$ cat src/rtl/seg_output_display.sv
// rtl/seg_output_display.sv - debounced 16-bit value on a 4-digit multiplexed 7-segment display (option: SEG_OUTPUT_DISPLAY_BLANK_EN)
module seg_output_display #(
    parameter int REFRESH_DIV   = 100000,
    parameter int STABLE_CYCLES = 4
) (
    input  logic        clk,
    input  logic        rst_n,
    input  logic [15:0] data_in,
    output logic [6:0]  seg,
    output logic [3:0]  an,
    output logic        dp,
    output logic [15:0] shown,
    output logic        upd
);

    localparam int PW = (REFRESH_DIV > 2) ? $clog2(REFRESH_DIV) : 1;
    localparam int CW = $clog2(STABLE_CYCLES + 1);
    localparam logic [PW-1:0] PRESC_MAX  = PW'(REFRESH_DIV - 1);
    localparam logic [CW-1:0] STABLE_MAX = CW'(STABLE_CYCLES);

    logic [15:0]   in_q;
    logic [CW-1:0] cnt_q, cnt_d;
    logic [15:0]   shown_q, shown_d;
    logic          upd_q, upd_d;
    logic [PW-1:0] presc_q, presc_d;
    logic [1:0]    digit_q, digit_d;
    logic [6:0]    seg_q, seg_d;
    logic [3:0]    an_q, an_d;
    logic [3:0]    nibble;
    logic          blank;

    // Active-low hex glyph, bit order {g,f,e,d,c,b,a}.
    function automatic logic [6:0] hex7(input logic [3:0] v);
        case (v)
            4'h0: hex7 = 7'b1000000;
            4'h1: hex7 = 7'b1111001;
            4'h2: hex7 = 7'b0100100;
            4'h3: hex7 = 7'b0110000;
            4'h4: hex7 = 7'b0011001;
            4'h5: hex7 = 7'b0010010;
            4'h6: hex7 = 7'b0000010;
            4'h7: hex7 = 7'b1111000;
            4'h8: hex7 = 7'b0000000;
            4'h9: hex7 = 7'b0010000;
            4'hA: hex7 = 7'b0001000;
            4'hB: hex7 = 7'b0000011;
            4'hC: hex7 = 7'b1000110;
            4'hD: hex7 = 7'b0100001;
            4'hE: hex7 = 7'b0000110;
            default: hex7 = 7'b0001110;
        endcase
    endfunction

    // Stability filter: a value is accepted only after it has been sampled unchanged long enough.
    always_comb begin
        cnt_d   = cnt_q;
        shown_d = shown_q;
        upd_d   = 1'b0;
        if (data_in != in_q) begin
            cnt_d = '0;
        end else if (cnt_q != STABLE_MAX) begin
            cnt_d = cnt_q + 1'b1;
        end
        if ((cnt_q == STABLE_MAX) && (in_q != shown_q)) begin
            shown_d = in_q;
            upd_d   = 1'b1;
        end
    end

    // Scan timing: prescaler wrap steps to the next digit slot.
    always_comb begin
        presc_d = presc_q + 1'b1;
        digit_d = digit_q;
        if (presc_q == PRESC_MAX) begin
            presc_d = '0;
            digit_d = digit_q + 2'd1;
        end
    end

    // Leading-zero blanking: digits above the top nonzero nibble stay dark; digit 0 always lit.
    always_comb begin
        blank = 1'b0;
`ifdef SEG_OUTPUT_DISPLAY_BLANK_EN
        begin
            logic [1:0] top;
            top = 2'd0;
            for (int i = 1; i < 4; i++) begin
                if (shown_q[4*i +: 4] != 4'h0) top = 2'(i);
            end
            blank = (digit_q > top);
        end
`endif
    end

    // Drive for the current slot; registered so seg/an lag digit index and shown by one cycle.
    always_comb begin
        nibble = shown_q[{digit_q, 2'b00} +: 4];
        seg_d  = 7'b1111111;
        an_d   = 4'b1111;
        if (!blank) begin
            seg_d = hex7(nibble);
            an_d  = ~(4'b0001 << digit_q);
        end
    end

    // Input sampling and accepted-value state.
    always_ff @(posedge clk or negedge rst_n) begin
        if (!rst_n) begin
            in_q    <= '0;
            cnt_q   <= '0;
            shown_q <= '0;
            upd_q   <= 1'b0;
        end else begin
            in_q    <= data_in;
            cnt_q   <= cnt_d;
            shown_q <= shown_d;
            upd_q   <= upd_d;
        end
    end

    // Scan counters and registered display drive.
    always_ff @(posedge clk or negedge rst_n) begin
        if (!rst_n) begin
            presc_q <= '0;
            digit_q <= '0;
            seg_q   <= 7'b1111111;
            an_q    <= 4'b1111;
        end else begin
            presc_q <= presc_d;
            digit_q <= digit_d;
            seg_q   <= seg_d;
            an_q    <= an_d;
        end
    end

    assign seg   = seg_q;
    assign an    = an_q;
    assign dp    = 1'b1;
    assign shown = shown_q;
    assign upd   = upd_q;

endmodule

$ cat config.mk
export PLATFORM = sky130hd
export DESIGN_NAME = seg_output_display
export DESIGN_NICKNAME = d
export VERILOG_FILES = /design/src/rtl/seg_output_display.sv
export SDC_FILE = /design/constraint.sdc
export NUM_CORES = 1
export LEC_CHECK = 0
export BUFFER_PORTS_ARGS = -buffer_cell sky130_fd_sc_hd__buf_4
export CORE_AREA = 5 5 85 79
export DETAILED_ROUTE_END_ITERATION = 16
export DIE_AREA = 0 0 90 84
export PLACE_DENSITY = 0.77
export SYNTH_ARGS = -nofsm -noshare
export SYNTH_HDL_FRONTEND = slang
export SYNTH_SLANG_ARGS = --single-unit
export TNS_END_PERCENT = 1
$ cat constraint.sdc
create_clock -name clk -period 2.22 [get_ports clk]
set_clock_uncertainty 0.2 [all_clocks]
set_input_delay 0 -clock clk [delete_from_list [all_inputs] [get_ports clk]]
set_output_delay 0 -clock clk [all_outputs]
set_load 0.005 [all_outputs]
### Word-level counts from Yosys, hierarchy flattened

Memory sizes are Yosys's and may differ from the RTL's. A register that Yosys moved wholly into a read port is not among the register bits.
Index checks and enable logic that the tools add are counted.

* word-level logic and storage cells: 26
* memories kept: 1
* register bits after elaboration: 59
* output and inout port bits: 29
* bits of input ports: 18
* bits in read-only memories: 112

Memories
* (name not given): depth 16, bits a word 7, rd ports 1, clocked after memory_dff 1, write ports 0, RTL line 34 `case (v)`

* muxes and demuxes: 4
* equality and inequality tests: 5
* add/sub/neg operators: 3
* bitwise gates (word level): 1
* reductions and logical operators: 3
* shift-type cells: 2

Operators by type and width (count)
* inequality test 16 bit: 2
* adder 17 x 1 -> 17 bit, second input constant: 1
* == test 17 bit, second input constant: 1
* 2-to-1 mux 17 bit: 1
* variable part select 16 x 5 -> 4 bit: 1
* 2-to-1 mux 3 bit: 2
* inverter 4 bit: 1
* left shift 1 x 2 -> 4 bit, first input constant: 1
* adder 3 x 1 -> 3 bit, second input constant: 1
* == test 3 bit, second input constant: 1
* inequality test 3 bit, second input constant: 1
* adder 2 x 1 -> 2 bit, second input constant: 1
* nonzero test 2 bit: 1
* logical AND 1 bit: 1
* zero test 1 bit: 1
* 2-to-1 mux 1 bit: 1

### Longest topological paths before layout

Gate-level depths: netlist of the first run.

* depth in word-level cells: 3
* mapped depth: 8
* gate-level depth less buffers: 7

### Worst setup path after synthesis of the first run

OpenSTA, ideal clock, no wires.

* path kind: flip-flop to flip-flop
* from: reg digit_q[0]
* to: reg seg_q[3], in the netlist seg[3]
* cell stages (with the launch flop): 9
* path slack: 0.238 ns
* clock period less this slack: 1.982 ns
* data required time: 1.943 ns
* arrival time: 1.704 ns
* library setup time: 0.077 ns
* path buffers: 1
* path through: dfrtp_1 -> buf_6 -> mux4_2 -> inv_1 -> ha_1 -> nor2_1 -> a21oi_1 -> nor2_1 -> a31oi_1

* word-level cells in the longest chain between the ends: 1

RTL lines
* start: declaration: RTL line 26 `logic [1:0] digit_q, digit_d;`
* start signal: assignment: RTL line 130 `digit_q <= digit_d;`
* variable part select 16 x 5 -> 4 bit: RTL line 97 `nibble = shown_q[{digit_q, 2'b00} +: 4];`
* end: declaration: RTL line 27 `logic [6:0] seg_q, seg_d;`

Every way passes these cells.
A chain may end at the register's enable or synchronous reset.

### Worst setup path after layout of the first run

* from: reg shown_q[4], in the netlist shown[4]
* to: reg seg_q[3], in the netlist seg[3]

* word-level cells in the longest chain between the ends: 1

RTL lines
* start: declaration: RTL line 23 `logic [15:0] shown_q, shown_d;`
* start signal: assignment: RTL line 116 `shown_q <= shown_d;`
* variable part select 16 x 5 -> 4 bit: RTL line 97

Every way passes these cells.

==> reports/metrics.csv, run 1 <==
stage,metric,value,unit
clocking,clkSlewWorstSetupHoldPaths,0.07,ns
yosys,syn_inst,251,
timing,setup_viol,0,
yosys,synthFlopType,dfrtp_1,
clocking,cts_tree,yes,
yosys,synthXorXnorAreaFrac,0.1388,
yosys,synthMuxAreaShare,0.09470,
yosys,synth-edff-count,0,
global_routing,antenna_found_initial,0,
critical_path,cp_cell_sequence,"buf_4, mux4_2, inv_1, ha_1, a21oi_1, nor2_1, a31oi_1",
global_routing,grt_pass1_wl,10250,um
critical_path,critPathMaxStageDelay,0.51,ns
global_routing,grt.total_usage,0.1706,
detailed_routing,wl_met3,331,um
yosys,ys_seq_elements,66,
timing,slew_headroom,0.4492,
clocking,cts_sinks,66,
timing,tightest_slew,0.8262,ns
final_layout,num_antenna_cells,0,
detailed_routing,postRouteAntennaNets,0,
final_layout,fillers,434,
critical_path,critPathTopFamily,multiplexers,
global_routing,grt_max_degree,67,
detailed_routing,drc,0,
placement,dp_hpwl,4265,um
detailed_routing,wl_met1,2825,um
detailed_routing,wl_met2,2824,um
yosys,synthSimpleGateAreaFrac,0.1202,
detailed_routing,viasPerCell,5.047,
critical_path,cp-end-kind,flop,
worst_hold_path,worstHoldPathType,in -> async,
die,core_area,5844,um2
die,dieArea,7560,um2
final_layout,syn_to_final_growth,26.95,%
yosys,seq_area_frac_synth,0.5386,
critical_path,crit_path_start_kind,flop,
global_routing,grt_pass1_vias,2118,
critical_path,cp.buffers_inverters,2,
timing,period_share,0.9502,
clocking,insertion_delay,0.34,ns
placement,preCtsSetupSlack,0.02222,ns
detailed_routing,drtIter0Drc,119,
yosys,synth.avg_cell_area,12.32,um2
outcome,run_status,"finished, final reports clean",
critical_path,path_class,reg -> reg,
clocking,post-cts-setup-buffers,0,
final_layout,final_nets,359,
timing,max_clock_freq,0.4740,GHz
timing,worst_hold_slack,0.07676,ns
placement,dp.cells,372,
power_and_ir_drop,ir_drop,0.0003801,V
die,placementRows,27,
timing,hold_violations,0,
detailed_routing,wl_per_cell,14.93,um
yosys,ys_warn_count,0,
power_and_ir_drop,p_per_area,599.9,nW/um2
yosys,synth_top_family_by_area,XOR/XNOR gates,
final_layout,layout.cells.non_filler,405,
die,die_y,84,um
timing,layout_min_cycle_time,2.110,ns
die,initial_core_util,0.5290,
yosys,synth-compound-area-share,0.02509,
die,dieWidth,90,um
clocking,ctsLongestPathBuffers,2,
critical_path,path_max_fanout,5,
power_and_ir_drop,total_power,2355,uW
global_routing,overflow,0,
detailed_routing,wl,6047,um
yosys,syn-cell-area,3092,um2
critical_path,worst_ep_arrival_time,2.17,ns
clocking,cts_max_level,3,
final_layout,layout_common_cells,"buf_4 (55), dfrtp_1 (54), xnor2_1 (26)",
yosys,async_flop_share,1.000,
yosys,synth_cell_types,37,
yosys,synthAdderAreaFrac,0.05261,
critical_path,worst_path_max_delay_cell,mux4_2,
detailed_routing,vias,2044,
power_and_ir_drop,leakagePower,0.001765,uW
detailed_routing,top_layer_used,met4,
timing,fin_tns_setup,0,ns
clocking,numCtsBuffers,9,
final_layout,drive_gt1_frac,0.3303,
placement,io_buffers,45,
final_layout,final_common_cell,buf_4,
timing,drv_slew,0,
critical_path,required,2.28,ns
detailed_routing,firstDrtPassIters,4,
timing,layout_setup_ws,0.1105,ns
placement,gp_congestion,0.7638,
run,drv_cap,0,
die,ios,47,
clocking,root_buffer,clkbuf_8,
yosys,syn_nets,282,
stage by stage:
stage / utilization / instance area, um2
2_1_floorplan: - / 3092
5_1_grt: 0.6716 / 3925
3_3_place_gp: 0.6063 / 3543
6_report: 0.6716 / 3925
3_5_place_dp: 0.6063 / 3543
4_1_cts: 0.6692 / 3911
layer usage:
layer,vias to the layer above,track usage
met1,988,0.2280
met2,54,0.2573
met5,-,0
met4,0,0.05819
met3,6,0.06222
li1,996,-
power breakdown:
| part | leakage (uW) | internal [uW] | total, uW | switching [uW] |
|---|---|---|---|---|
| clock network | 0.0000953 | 545 | 1000 | 456 |
| registers | 0.000830 | 1220 | 1230 | 17.1 |
| logic | 0.000840 | 62.9 | 118 | 54.7 |
| total | 0.00176 | 1830 | 2350 | 528 |
cells in the mapped netlist (all sizes together) (2+ instances only):
library cell,n,area share
nand2,18,0.022
dfstp,11,0.093
nand4,9,0.018
ha,13,0.053
and2,2,0.0040
nor3,2,0.0032
nand3,7,0.011
a21oi,2,0.0032
inv,10,0.012
o21a,2,0.0049
mux2,18,0.066
nor2b,2,0.0040
xor2,23,0.065
dfrtp,55,0.45
nor4,6,0.012
mux4,4,0.029
nor2,18,0.023
and3,2,0.0045
buf,6,0.017
nor4b,2,0.0077
xnor2,26,0.074
o21ai,4,0.0077
sequential cells by signal, summed over array words and instances (netlist names):
name     cells
shown       16
upd          1
presc_q     17
in_q        16
an           4
seg          7
digit_q      2
cnt_q        3
worst reg2reg max path, stage by stage, from the launching register on:
cell     delay, ns
dfrtp_1       0.39
buf_4         0.15
mux4_2        0.51
inv_1         0.18
ha_1          0.28
a21oi_1       0.13
nor2_1        0.05
a31oi_1       0.16
what timing repair did:
| item | CTS | global route |
|---|---|---|
| gates cloned | 0 | 0 |
| hold buffers | 17 | 0 |
| endpoints found under the hold margin | 76 | 0 |
| resized for setup | 1 | 3 |
| setup endpoints to repair | 1 | 17 |
path summary, 6_finish.rpt:
kind,from,to,slack [ns],cells after the start
hold reg to reg,presc_q[14],presc_q[14],0.30,1
setup / recovery,shown[4],seg[3],0.11,7
min in group clk,data_in[14],in_q[14],0.12,2
max in group asynchronous,rst_n,digit_q[0],1.12,2
setup reg to reg,shown[4],seg[3],0.11,7
hold / removal,rst_n,shown[8],0.08,2
cells by family after synthesis:
logic type / count (synthesis)
buf+inv: 16
flops: 66
compound gates: 12
other cells: 1
xor+xnor: 49
simple gates: 72
mux: 22
fa+ha+maj: 13
area by class of cell:
class                           instances  area [um2]  share of cell area
Clock buffer                           11       141.4             0.03602
Clock inverter                          5       55.05             0.01403
Inverter                               10       37.54            0.009563
Multi-Input combinational cell        169        1351              0.3443
Sequential cell                        66        1667              0.4246
Tap cell                               72       90.09             0.02295
Timing Repair Buffer                   72       583.1              0.1485
(Power assumes the default switching activity.)
==> inputs of run 2 (changes only) <==
--- a/config.mk
+++ b/config.mk
@@ -5,11 +5,12 @@
 export SDC_FILE = /design/constraint.sdc
 export NUM_CORES = 1
 export LEC_CHECK = 0
+export ABC_AREA = 1
 export BUFFER_PORTS_ARGS = -buffer_cell sky130_fd_sc_hd__buf_4
-export CORE_AREA = 5 5 85 79
+export CORE_AREA = 5 5 88 82
 export DETAILED_ROUTE_END_ITERATION = 16
-export DIE_AREA = 0 0 90 84
-export PLACE_DENSITY = 0.77
+export DIE_AREA = 0 0 93 87
+export PLACE_DENSITY = 0.78
 export SYNTH_ARGS = -nofsm -noshare
 export SYNTH_HDL_FRONTEND = slang
 export SYNTH_SLANG_ARGS = --single-unit
==> run 2 against run 1 <==
Largest power group unchanged. Critical path depth grew 2. Combinational power grew 12%. Die area grew 7.0%. Final area grew 7.6%. Critical endpoint is now seg[0].
==> reports/metrics.csv, run 2 <==
stage,metric,value,unit,change
die,dieWidth,93,um,was 90 um
critical_path,path_max_fanout,14,,was 5
timing,hold_violations,0,,unchanged
critical_path,r2r_end,seg[0],,was seg[3]
global_routing,grt_pass1_wl,12700,um,was 10250 um
die,core_area,6306,um2,was 5844 um2
clocking,cts_max_level,3,,unchanged
timing,rsz0062_at_grt,no,,
clocking,insertion_delay,0.34,ns,about the same
global_routing,grt_max_degree,67,,unchanged
yosys,synth.avg_cell_area,7.825,um2,was 12.32 um2
yosys,ys_seq_elements,66,,unchanged
critical_path,ff2ff_setup_slack,0.25,ns,was 0.11 ns
worst_hold_path,worstHoldPathType,in -> async,,unchanged
clocking,root_buffer,clkbuf_8,,unchanged
detailed_routing,vias,2880,,was 2044
timing,drv_slew,0,,unchanged
global_routing,grt_pass1_vias,2893,,was 2118
power_and_ir_drop,p_per_area,592.8,nW/um2,was 599.9 nW/um2
yosys,async_flop_share,1.000,,unchanged
final_layout,final_nets,537,,was 359
yosys,seq_area_frac_synth,0.4870,,was 0.5386
final_layout,num_antenna_cells,0,,unchanged
placement,preCtsSetupSlack,0.2193,ns,was 0.02222 ns
final_layout,layout_common_cells,"nand2_1 (139), inv_1 (60), dfrtp_1 (54)",,"was buf_4 (55), dfrtp_1 (54), xnor2_1 (26)"
yosys,syn-cell-area,3420,um2,was 3092 um2
yosys,synth_cell_types,29,,was 37
die,die_y,87,um,was 84 um
timing,layout_min_cycle_time,1.969,ns,was 2.110 ns
timing,setup_viol,0,,unchanged
final_layout,fillers,530,,was 434
clocking,numCtsBuffers,9,,unchanged
global_routing,overflow,0,,unchanged
timing,period_share,0.8868,,was 0.9502
final_layout,largest-register,presc_q,,unchanged
die,initial_core_util,0.5423,,was 0.5290
yosys,synthTopCellsByCount,"nand2_1 (139), inv_1 (60), dfrtp_1 (55)",,"was dfrtp_1 (55), xnor2_1 (26), xor2_1 (23)"
timing,max_clock_freq,0.5080,GHz,was 0.4740 GHz
timing,fin_tns_setup,0,ns,unchanged
power_and_ir_drop,leakagePower,0.002204,uW,was 0.001765 uW
die,placementRows,28,,was 27
clocking,ctsLongestPathBuffers,2,,unchanged
critical_path,worst_ep_arrival_time,2.03,ns,was 2.17 ns
yosys,syn_nets,468,,was 282
clocking,post-cts-setup-buffers,0,,unchanged
detailed_routing,wl,7144,um,was 6047 um
yosys,syn_inst,437,,was 251
timing,layout_setup_ws,0.2514,ns,was 0.1105 ns
timing,tightest_slew,0.7990,ns,was 0.8262 ns
final_layout,final_common_cell,nand2_1,,was buf_4
critical_path,r2r_cells,9,,was 7
global_routing,antenna_found_initial,0,,unchanged
final_layout,largest_reg_flops,17,,unchanged
yosys,synth-edff-count,0,,unchanged
yosys,synthFlopType,dfrtp_1,,unchanged
run,drv_cap,0,,unchanged
clocking,cts_sinks,66,,unchanged
yosys,synth_area_leader_cell,dfrtp_1,,unchanged
power_and_ir_drop,ir_drop,0.0004100,V,was 0.0003801 V
yosys,yosysMostFrequentCell,nand2_1,,was dfrtp_1
detailed_routing,postRouteAntennaNets,0,,unchanged
yosys,synth_top_cell_area_share,0.4025,,was 0.4452
die,dieArea,8091,um2,was 7560 um2
critical_path,crit_path_start_kind,flop,,unchanged
yosys,ys_warn_count,0,,unchanged
die,ios,47,,unchanged
detailed_routing,firstDrtPassIters,5,,was 4
placement,dp_hpwl,5224,um,was 4265 um
final_layout,drive_gt1_frac,0.1800,,was 0.3303
detailed_routing,drtIter0Drc,101,,was 119
global_routing,grt.total_usage,0.1981,,was 0.1706
outcome,run_status,"finished, final reports clean",,unchanged
critical_path,required,2.28,ns,about the same
timing,slew_headroom,0.4674,,was 0.4492
critical_path,path_class,reg -> reg,,unchanged
placement,io_buffers,45,,unchanged
critical_path,r2r-start,digit_q[0],,was shown[4]
critical_path,cp-end-kind,flop,,unchanged
yosys,yosys-top-cells-area,"dfrtp_1 (40%), nand2_1 (15%), dfstp_2 (8.5%)",,"was dfrtp_1 (45%), dfstp_2 (9.3%), xnor2_1 (7.4%)"
clocking,cts_tree,yes,,unchanged
placement,dp.cells,553,,was 372
detailed_routing,viasPerCell,4.915,,was 5.047
clocking,clkSlewWorstSetupHoldPaths,0.07,ns,about the same
final_layout,layout.cells.non_filler,586,,was 405
placement,gp_congestion,0.8597,,was 0.7638
final_layout,syn_to_final_growth,23.49,%,was 26.95%
detailed_routing,wl_per_cell,12.19,um,was 14.93 um
detailed_routing,drc,0,,unchanged
[run 2: cell types whose count changed after synthesis, moves of 8 or more]
cell and delta:
xnor2_1 -17, a21oi_1 +8, inv_1 +50, mux2_2 -18
nor2_1 +19, nand3_1 +29, xor2_1 -16, o21ai_0 +17
inv_2 +11, nand2_1 +121
[run 2: what timing repair did]
action	4_1_cts	5_1_grt
hold buffers	17	0
setup endpoints to repair	0	2
hold endpoints to repair	74	0
resized for setup	0	1
[run 2: final cells by class]
cell class                      count  area [um2]  share of cell area
Inverter                           73       274.0             0.06489
Clock inverter                      4       73.82             0.01748
Clock buffer                       12       155.1             0.03674
Sequential cell                    66        1667              0.3947
Timing Repair Buffer               63       515.5              0.1221
Multi-Input combinational cell    293        1444              0.3419
Tap cell                           75       93.84             0.02222
[run 2: per-layer routing]
metal | part of all wire | GRT usage
met1 | 0.45 | 0.2401
met2 | 0.48 | 0.3394
met3 | 0.060 | 0.06137
met4 | 0.011 | 0.06258
met5 | 0 | 0
[run 2: where the power goes]
group          internal [uW]  switching (uW)  leakage (uW)
Sequential              1220            18.7      0.000830
Combinational           67.7            64.4       0.00126
Clock                    694             440      0.000117
[run 2: logic make-up (layout without fill, tap and decap cells)]
family	after synthesis	count (layout)	share of synthesized area
simple gates	229	229	0.2810
buf+inv	78	152	0.09074
flops	66	66	0.4870
compound gates	34	34	0.05159
xor+xnor	16	16	0.04098
fa+ha+maj	13	13	0.04757
other cells	1	1	0.001097
[run 2: metrics by stage]
step / total power, uW / area (um2) / hold slack (ns) / util
2_1_floorplan: 1306 / 3420 / -0.4956 / -
3_3_place_gp: 1366 / 3822 / -0.07622 / 0.6062
3_5_place_dp: 1370 / 3822 / -0.07436 / 0.6062
4_1_cts: 2527 / 4222 / 0.1031 / 0.6694
5_1_grt: 2601 / 4223 / 0.1089 / 0.6696
6_report: 2503 / 4223 / 0.08082 / 0.6696
[run 2: worst max-delay path by stage]
stage                     startpoint  slack [ns]  cells past startpoint     end
after global placement    digit_q[1]        0.34                     10  seg[0]
after floorplan           digit_q[0]        0.44                     10  seg[0]
after detailed placement  digit_q[1]        0.22                     10  seg[0]
after global routing      digit_q[0]        0.02                      9  seg[3]
final                     digit_q[0]        0.25                      9  seg[0]
after CTS                 digit_q[1]        0.19                     10  seg[0]
[run 2: worst max-delay path, cell delays in order (launching register included)]
cell	delay [ns]
dfrtp_1	0.52
a21oi_1	0.18
o21ai_0	0.09
nand2_1	0.21
inv_1	0.10
ha_1	0.20
inv_1	0.08
nor2_1	0.07
o21ai_0	0.14
nand3_1	0.09
